==> config.mk <==
export PLATFORM = sky130hd
export DESIGN_NAME = ysyx22041405_lsu
export DESIGN_NICKNAME = d
export VERILOG_FILES = /design/src/rtl/ysyx22041405_lsu_pkg.sv /design/src/rtl/ysyx22041405_lsu_align.sv /design/src/rtl/ysyx22041405_lsu.sv
export SDC_FILE = /design/constraint.sdc
export NUM_CORES = 1
export LEC_CHECK = 0
export CORE_AREA = 2 2 165 167
export DETAILED_ROUTE_END_ITERATION = 12
export DIE_AREA = 0 0 167 169
export PLACE_DENSITY_LB_ADDON = 0.3
export SLEW_MARGIN = 15
export SYNTH_ARGS = -nofsm -noshare
export SYNTH_HDL_FRONTEND = slang
export SYNTH_SLANG_ARGS = --single-unit
==> constraint.sdc <==
create_clock -name clk -period 1.87 [get_ports clk]
set_input_delay 0.4675 -clock clk [delete_from_list [all_inputs] [get_ports clk]]
set_output_delay 0.4675 -clock clk [all_outputs]
set_load 0.01 [all_outputs]
==> src/rtl/ysyx22041405_lsu_pkg.sv <==
// ysyx22041405_lsu_pkg: shared size encodings, FSM states and WB message layout for the LSU.
package ysyx22041405_lsu_pkg;
  localparam logic [1:0] MEM_B = 2'd0;
  localparam logic [1:0] MEM_H = 2'd1;
  localparam logic [1:0] MEM_W = 2'd2;
  localparam int WB_DATA_W = 32;
  localparam int WB_ADDR_W = 5;
  localparam int WB_PC_W   = 32;
  localparam int WB_INST_W = 32;
  typedef enum logic [1:0] {IDLE, REQ, WAIT} lsu_state_e;
  typedef struct packed {
    logic [31:0] addr;
    logic [31:0] wdata;
    logic [31:0] pc;
    logic [31:0] inst;
    logic        wen;
    logic [1:0]  size;
    logic        sext;
    logic        rf_we;
    logic [4:0]  rf_waddr;
    logic        ebreak;
  } lsu_op_t;
  typedef struct packed {
    logic [WB_DATA_W-1:0] data;
    logic                 rf_we;
    logic [WB_ADDR_W-1:0] rf_waddr;
    logic [WB_PC_W-1:0]   pc;
    logic [WB_INST_W-1:0] inst;
    logic                 ebreak;
    logic                 misalign;
  } wb_msg_t;
  function automatic wb_msg_t op_result(lsu_op_t op, logic [WB_DATA_W-1:0] data);
    wb_msg_t w;
    w.data     = data;
    w.rf_we    = op.rf_we;
    w.rf_waddr = op.rf_waddr;
    w.pc       = op.pc;
    w.inst     = op.inst;
    w.ebreak   = op.ebreak;
    w.misalign = 1'b0;
    return w;
  endfunction
endpackage

==> src/rtl/ysyx22041405_lsu_align.sv <==
// ysyx22041405_lsu_align: store lane replication/strobes and load lane extraction/extension.
module ysyx22041405_lsu_align
  import ysyx22041405_lsu_pkg::*;
(
  input  logic [1:0]  addr_i,
  input  logic [1:0]  size_i,
  input  logic        sext_i,
  input  logic [31:0] st_data_i,
  input  logic [31:0] rdata_i,
  output logic [31:0] wdata_o,
  output logic [3:0]  wstrb_o,
  output logic [31:0] ld_data_o
);
  logic [7:0]  b;
  logic [15:0] h;
  always_comb begin
    b = rdata_i[{addr_i, 3'b000} +: 8];
    h = addr_i[1] ? rdata_i[31:16] : rdata_i[15:0];
    wdata_o = size_i == MEM_B ? {4{st_data_i[7:0]}} :
              size_i == MEM_H ? {2{st_data_i[15:0]}} : st_data_i;
    wstrb_o = size_i == MEM_B ? 4'b0001 << addr_i :
              size_i == MEM_H ? 4'b0011 << {addr_i[1], 1'b0} : 4'hF;
    ld_data_o = size_i == MEM_B ? {{24{sext_i & b[7]}}, b} :
                size_i == MEM_H ? {{16{sext_i & h[15]}}, h} : rdata_i;
  end
endmodule

==> src/rtl/ysyx22041405_lsu.sv <==
// ysyx22041405_lsu: RV32 memory-access stage with req/gnt/rvalid bus FSM and WB output register.
// Define YSYX22041405_MISALIGN_CHK_EN to trap misaligned half/word accesses instead of issuing them.
module ysyx22041405_lsu
  import ysyx22041405_lsu_pkg::*;
#(
  parameter int WIDTH = 32
) (
  input  logic             clk,
  input  logic             rst,
  input  logic             in_valid,
  output logic             in_ready,
  input  logic [WIDTH-1:0] ex_alu_result,
  input  logic [WIDTH-1:0] ex_rs2_data,
  input  logic [WIDTH-1:0] ex_pc,
  input  logic [WIDTH-1:0] ex_inst,
  input  logic             ex_mem_ren,
  input  logic             ex_mem_wen,
  input  logic [1:0]       ex_mem_size,
  input  logic             ex_mem_sext,
  input  logic             ex_rf_we,
  input  logic [4:0]       ex_rf_waddr,
  input  logic             ex_ebreak,
  output logic             mem_req,
  output logic             mem_we,
  output logic [WIDTH-1:0] mem_addr,
  output logic [WIDTH-1:0] mem_wdata,
  output logic [3:0]       mem_wstrb,
  input  logic             mem_gnt,
  input  logic             mem_rvalid,
  input  logic [WIDTH-1:0] mem_rdata,
  output logic             wb_valid,
  input  logic             wb_ready,
  output logic [WIDTH-1:0] wb_data,
  output logic             wb_rf_we,
  output logic [4:0]       wb_rf_waddr,
  output logic [WIDTH-1:0] wb_pc,
  output logic [WIDTH-1:0] wb_inst,
  output logic             wb_ebreak,
  output logic             wb_misalign,
  output logic             ls_busy_rf_we,
  output logic [4:0]       ls_busy_rf_waddr
);
  lsu_state_e  state_q, state_d;
  lsu_op_t     op_q, op_d;
  wb_msg_t     wb_q, wb_d;
  logic        wb_valid_q, wb_valid_d;
  logic        accept, is_mem, mis;
  logic [31:0] ld_data;
`ifdef YSYX22041405_MISALIGN_CHK_EN
  assign mis = (ex_mem_ren | ex_mem_wen) &&
               ((ex_mem_size == MEM_H && ex_alu_result[0]) ||
                (ex_mem_size == MEM_W && ex_alu_result[1:0] != 2'b00));
`else
  assign mis = 1'b0;
`endif
  assign in_ready = state_q == IDLE && (!wb_valid_q || wb_ready);
  assign accept   = in_valid && in_ready;
  assign is_mem   = (ex_mem_ren | ex_mem_wen) && !mis;
  ysyx22041405_lsu_align u_align (
    .addr_i    (op_q.addr[1:0]),
    .size_i    (op_q.size),
    .sext_i    (op_q.sext),
    .st_data_i (op_q.wdata),
    .rdata_i   (mem_rdata),
    .wdata_o   (mem_wdata),
    .wstrb_o   (mem_wstrb),
    .ld_data_o (ld_data)
  );
  // The output register is always empty when a bus op completes: accepting it required a free slot.
  always_comb begin
    state_d    = state_q;
    op_d       = op_q;
    wb_d       = wb_q;
    wb_valid_d = wb_valid_q && !wb_ready;
    if (accept) begin
      op_d = '{addr: ex_alu_result, wdata: ex_rs2_data, pc: ex_pc, inst: ex_inst,
               wen: ex_mem_wen, size: ex_mem_size, sext: ex_mem_sext, rf_we: ex_rf_we,
               rf_waddr: ex_rf_waddr, ebreak: ex_ebreak};
      state_d = is_mem ? REQ : IDLE;
      if (!is_mem) begin
        wb_valid_d = 1'b1;
        wb_d = '{data: ex_alu_result, rf_we: ex_rf_we && !mis, rf_waddr: ex_rf_waddr,
                 pc: ex_pc, inst: ex_inst, ebreak: ex_ebreak, misalign: mis};
      end
    end
    if (state_q == REQ && mem_gnt) begin
      state_d = op_q.wen ? IDLE : WAIT;
      if (op_q.wen) begin
        wb_valid_d = 1'b1;
        wb_d = op_result(op_q, '0);
      end
    end
    if (state_q == WAIT && mem_rvalid) begin
      state_d    = IDLE;
      wb_valid_d = 1'b1;
      wb_d       = op_result(op_q, ld_data);
    end
  end
  always_ff @(posedge clk) begin
    if (!rst) begin
      state_q    <= IDLE;
      op_q       <= '0;
      wb_q       <= '0;
      wb_valid_q <= 1'b0;
    end else begin
      state_q    <= state_d;
      op_q       <= op_d;
      wb_q       <= wb_d;
      wb_valid_q <= wb_valid_d;
    end
  end
  assign mem_req          = state_q == REQ;
  assign mem_we           = op_q.wen;
  assign mem_addr         = {op_q.addr[31:2], 2'b00};
  assign wb_valid         = wb_valid_q;
  assign wb_data          = wb_q.data;
  assign wb_rf_we         = wb_q.rf_we;
  assign wb_rf_waddr      = wb_q.rf_waddr;
  assign wb_pc            = wb_q.pc;
  assign wb_inst          = wb_q.inst;
  assign wb_ebreak        = wb_q.ebreak;
  assign wb_misalign      = wb_q.misalign;
  assign ls_busy_rf_we    = state_q != IDLE && op_q.rf_we;
  assign ls_busy_rf_waddr = state_q != IDLE ? op_q.rf_waddr : 5'd0;
endmodule

======== After elaboration in Yosys (flattened, before gate mapping) ========
Index checks and enable logic that the tools add are counted.
word-level totals
  bits in registers ....................... 246
  bits in latches ......................... 0
  bits in writable memories ............... 0
  bits in read-only memories .............. 0
  input bits .............................. 178
  output and inout port bits .............. 182
  memories ................................ 0
operators by class
  add/sub/neg operators ................... 0
  multiply operators ...................... 0
  div/mod/pow operators ................... 0
  magnitude comparators ................... 0
  eq/ne operators ......................... 3
  shift-type cells ........................ 3
  mux-type cells .......................... 22
  bitwise operators ....................... 4
  reductions and logical operators ........ 14
operator list
  cell                                                 count
  2-to-1 mux 104 bit                                   5
  2-to-1 mux 32 bit                                    4
  indexed part select 32 x 6 -> 8 bit                  1
  2-to-1 mux 16 bit                                    1
  2-to-1 mux 4 bit                                     2
  logical AND 1 bit                                    6
  2-to-1 mux 1 bit                                     6
  2-to-1 mux 2 bit                                     3
  2-to-1 mux 5 bit                                     1
  equality test 2 x 1 -> 1 bit, second input constant  2
  zero test 2 bit                                      2
  nonzero test 2 bit                                   2
  << shifter 1 x 2 -> 4 bit, first input constant      1
  << shifter 2 x 2 -> 4 bit, first input constant      1
  bitwise AND 1 bit                                    2
  equality test 2 bit, second input constant           1
  zero test 1 bit                                      2
  OR reduction 2 bit                                   1
  logical OR 1 bit                                     1
  NOT 1 bit                                            1
  OR 1 bit                                             1

======== Logic depth before layout (Yosys ltp) ========
  depth in word-level cells ............... 8
  depth in mapped cells ................... 7
  gate-level depth less buffers ........... 4

======== Modules after synthesis ========
Synthesis repeated with hierarchy kept, for this count alone.
second synthesis, totals
  cells, all modules ...................... 1,688
  area total of the unflattened synthesis .. 14,043.5 sq um
modules (own cells, without submodules)
  module                  instances  cells each  area each (sq um)  seq. area each (sq um)
  ysyx22041405_lsu        1          1,497       12,734.7           4,924.7
  ysyx22041405_lsu_align  1          191         1,308.8            0.0

======== Worst setup path before layout ========
OpenSTA, ideal clock, no wires.
  path kind ............................... flip-flop to output port
  start ................................... register op_q[9] (netlist name)
  end ..................................... output port mem_wdata[20]
  arrival ................................. 1.338 ns
  data required time ...................... 1.402 ns
  setup slack ............................. 0.064 ns
  stages on the path, launching flop included .. 5
  buffers on the path ..................... 3
  cell sequence ........................... dfxtp_1 > buf_2 > buf_1 > buf_2 > mux2_2
on the way
  cells in the longest elaborated chain, start to end .. 3
  elaborated cells on any way between the ends .. 4
  classes of those cells .................. 1 x eq/ne; 2 x mux; 1 x reduce/logical
ends and longest elaborated chain
  what                          line                          RTL
  from (decl)                   ysyx22041405_lsu.sv:44        lsu_op_t op_q, op_d;
  from (signal assigned)        ysyx22041405_lsu.sv:107       op_q <= op_d;
  equality test 2 x 1 -> 1 bit  ysyx22041405_lsu_align.sv:20  size_i == MEM_H ? {2{st_data_i[15:0]}} : st_data_i;
  2-to-1 mux 32 bit             ysyx22041405_lsu_align.sv:20
  2-to-1 mux 32 bit (*)         ysyx22041405_lsu_align.sv:19  wdata_o = size_i == MEM_B ? {4{st_data_i[7:0]}} :
  to (decl)                     ysyx22041405_lsu.sv:26        output logic [WIDTH-1:0] mem_wdata,
Every way passes the cells marked *; elsewhere a longest branch is shown, timed or not.

======== Worst setup path after layout ========
  start ................................... register op_q[9] (netlist name)
  end ..................................... register wb_q, in the netlist wb_data[16]
on the way
  cells in the longest elaborated chain, start to end .. 4
  elaborated cells on any way between the ends .. 5
  classes of those cells .................. 1 x eq/ne; 3 x mux; 1 x reduce/logical
ends and longest elaborated chain
  what                          line                          RTL
  equality test 2 x 1 -> 1 bit  ysyx22041405_lsu_align.sv:24  size_i == MEM_H ? {{16{sext_i & h[15]}}, h} : rdata_i;
  2-to-1 mux 32 bit             ysyx22041405_lsu_align.sv:24
  2-to-1 mux 32 bit (*)         ysyx22041405_lsu_align.sv:23  ld_data_o = size_i == MEM_B ? {{24{sext_i & b[7]}}, b} :
  2-to-1 mux 104 bit (*)        ysyx22041405_lsu.sv:93        if (state_q == WAIT && mem_rvalid) begin
  to (signal assigned)          ysyx22041405_lsu.sv:108       wb_q <= wb_d;
  to (decl)                     ysyx22041405_lsu.sv:45        wb_msg_t wb_q, wb_d;
Marks and branches as above.
A chain may end at the register's enable or synchronous reset.

==> impl_metrics.json <==
{
  "fin_crit_ns": 2.06,
  "path_clk_slew_ns": 0.06,
  "synthArstFlopShare_pct": 0,
  "gp_congestion": 0.874,
  "drtAntennaViolNets": 0,
  "initial_core_util_pct": 39.3,
  "drt-pass1-iter-count": 6,
  "synth_cell_types": 42,
  "clk_path_buf_depth": 3,
  "synthesis.area_mm2": 0.0104,
  "ios": 360,
  "cts-htree-levels": 1,
  "crit_chain": "buf_12, buf_16, buf_12, buf_8, or4b_4, nor2_4, clkbuf_16, a211oi_1, o22ai_1",
  "viasPerCell": 5.28,
  "violations": "negative setup slack",
  "hold_buffers": 0,
  "avgSynthCellArea_um2": 8.00,
  "drt-wirelength-per-cell_um": 17.6,
  "totalPowerFinal_mw": 14.8,
  "row_count": 60,
  "cap_violations": 0,
  "die_area_mm2": 0.0282,
  "arrival_ns": 2.52,
  "slowest_stage": "or4b_4",
  "clock_latency_ns": 0.54,
  "grt_max_degree": 73,
  "final_nets": 1815,
  "synth_edf_count": 0,
  "fin_crit_sh_pct": 110,
  "worstMarginPinSlew_ns": 0.685,
  "nFillCells": 2327,
  "finalHoldViolCount": 0,
  "grt_pass1_wl_um": 54300,
  "slowest_delay_ns": 0.57,
  "place_inst": 1931,
  "critPathRequiredTime_ns": 2.33,
  "drv_slew": 0,
  "antenna_found_initial": 5,
  "crit_buf_inv": 5,
  "startpoint_type": "flip-flop",
  "multi_input_area_mm2": 0.00500,
  "hp-class": "input pin to flip-flop",
  "ys_warn_count": 0,
  "vias": 10600,
  "drc": 0,
  "cts_tree": "yes",
  "critPathTopFamily": "simple AND/OR/NAND/NOR gates",
  "dpl_cell_area_mm2": 0.0146,
  "drtIter0Drc": 830,
  "dp_hpwl_um": 23700,
  "stdcell_area_mm2": 0.0159,
  "status": "complete, but fails checks",
  "instances_no_fill": 2001,
  "dominantRegCellSynth": "dfxtp_1",
  "finalSetupViolCount": 54,
  "seq_area_mm2": 0.00494,
  "dieHeight_um": 169,
  "gr-total-overflow": 0,
  "critPathMaxFanout": 8,
  "crit_path_end_kind": "flip-flop",
  "cts_inserted_buffers": 27,
  "ys_seq_elements": 246,
  "grt.total_usage_pct": 23.5,
  "maxSlewHeadroom_pct": 53.1,
  "fin_ws_ns": -0.193,
  "peakVddDrop_mv": 0.590,
  "powerDensity_mw_per_mm2": 934,
  "area_delta_synth_final_pct": 52.5,
  "first_global_vias": 10100,
  "die_w_um": 167,
  "finClkSkew_ns": 0.0175,
  "synth_seq_area_share_pct": 47.2,
  "p_leak_nw": 6.78,
  "io_buffers": 357,
  "crit_type": "flip-flop to flip-flop",
  "rsz0062_at_grt": "true",
  "core_region_area_mm2": 0.0265,
  "fmax_mhz": 485,
  "cts.sinks": 246,
  "crit_top_cell": "buf_12",
  "final_layout_size_suffix_gt1_share_pct": 15.4,
  "routed_wl_um": 35200,
  "clock-root-buffer": "clkbuf_16",
  "synth_cells": 1303
}
final cells by class:
| class | count | area share, % |
|---|---|---|
| inverters | 3 | 0.0866 |
| clock buffers | 36 | 4.90 |
| well taps | 341 | 2.68 |
| clock inverters | 12 | 1.11 |
| flip-flops and latches | 246 | 31.1 |
| diodes | 4 | 0.0630 |
| repair buffers | 456 | 28.6 |
| multi-input cells | 903 | 31.4 |
report_power, final:
part	switching [mW]	internal [mW]	leakage, nW
registers	0.254	5.68	2.02
logic	1.61	1.61	4.29
clock network	2.21	3.48	0.472
total	4.07	10.8	6.78
routing by layer:
| layer | track usage [%] | vias to the layer above | share of wire, % |
|---|---|---|---|
| li1 | - | 5106 | - |
| met4 | 10.7 | 2 | 4.3 |
| met3 | 4.77 | 94 | 6.9 |
| met1 | 30.7 | 4961 | 42 |
| met2 | 37.4 | 400 | 47 |
| met5 | 0 | - | 0.023 |
synth_stat cells (all sizes together) (6+ instances only):
library cell / count / area, um2
o22ai: 33 / 213
nor2: 6 / 32.5
a22o: 8 / 70.1
a211oi: 16 / 120
buf: 94 / 569
mux2i: 42 / 420
mux2: 23 / 259
a31oi: 74 / 469
a21oi: 139 / 696
a222oi: 7 / 70.1
o21ai: 79 / 395
clkbuf: 58 / 218
nor2b: 9 / 56.3
a221oi: 8 / 70.1
dfxtp: 246 / 4920
nand2: 431 / 1620
cells in the final DEF (no fill, tap or decap), types with 17 or more instances in the layout:
master	count
clkbuf_16	28
buf_6	27
buf_2	17
dlygate4sd2_1	143
dfxtp_1	237
a21oi_1	139
mux2i_1	39
buf_12	29
clkdlybuf4s50_1	176
nand2_1	428
o22ai_1	32
o21ai_0	71
buf_4	57
a31oi_1	73
per-stage QoR:
stage / setup TNS [ns] / hold WS, ns / util (%) / setup slack, ns
2_1_floorplan: 0 / 0.433 / - / 0.0640
3_3_place_gp: -39.17 / 0.427 / 55.2 / -0.387
3_5_place_dp: -42.47 / 0.437 / 55.2 / -0.397
4_1_cts: -8.35 / 0.260 / 59.3 / -0.222
5_1_grt: -11.55 / 0.282 / 60.0 / -0.250
6_report: -8.23 / 0.279 / 60.0 / -0.193
worst min-delay path, cell delays in order:
cell and delay (ns):
buf_2 0.15, inv_4 0.09, a21oi_1 0.05
cell families after synthesis:
logic type / synth area share [%]
AO/OA/AOI/OAI: 20.7
AND/OR/NAND/NOR: 17.8
buffers and inverters: 7.66
flip-flops: 47.2
other: 0.0360
multiplexers: 6.52
state kept, by name (all words and copies together), names as in the netlist:
name	flops
state_q	2
wb_rf_waddr	5
wb_inst	32
wb_pc	32
wb_misalign	1
mem_we	1
wb_rf_we	1
wb_ebreak	1
wb_valid	1
wb_data	32
op_q	108
mem_addr	30
what timing repair did:
item | 4_1_cts | 5_1_grt
pin swaps | 17 | 23
resized for setup | 362 | 41
endpoints found under the setup margin | 201 | 65
buffers inserted | 11 | 7
gates cloned | 4 | 1
path summary, 6_finish.rpt:
check                   start  cells past startpoint     endpoint  slack, ns
setup / recovery      op_q[9]                      9  wb_data[16]      -0.19
hold / removal            rst                      3       mem_we       0.28
setup reg to reg      op_q[9]                      9  wb_data[16]      -0.19
hold reg to reg   wb_misalign                      2  wb_misalign       0.45
Note: power is estimated with default switching activity, not from simulation.
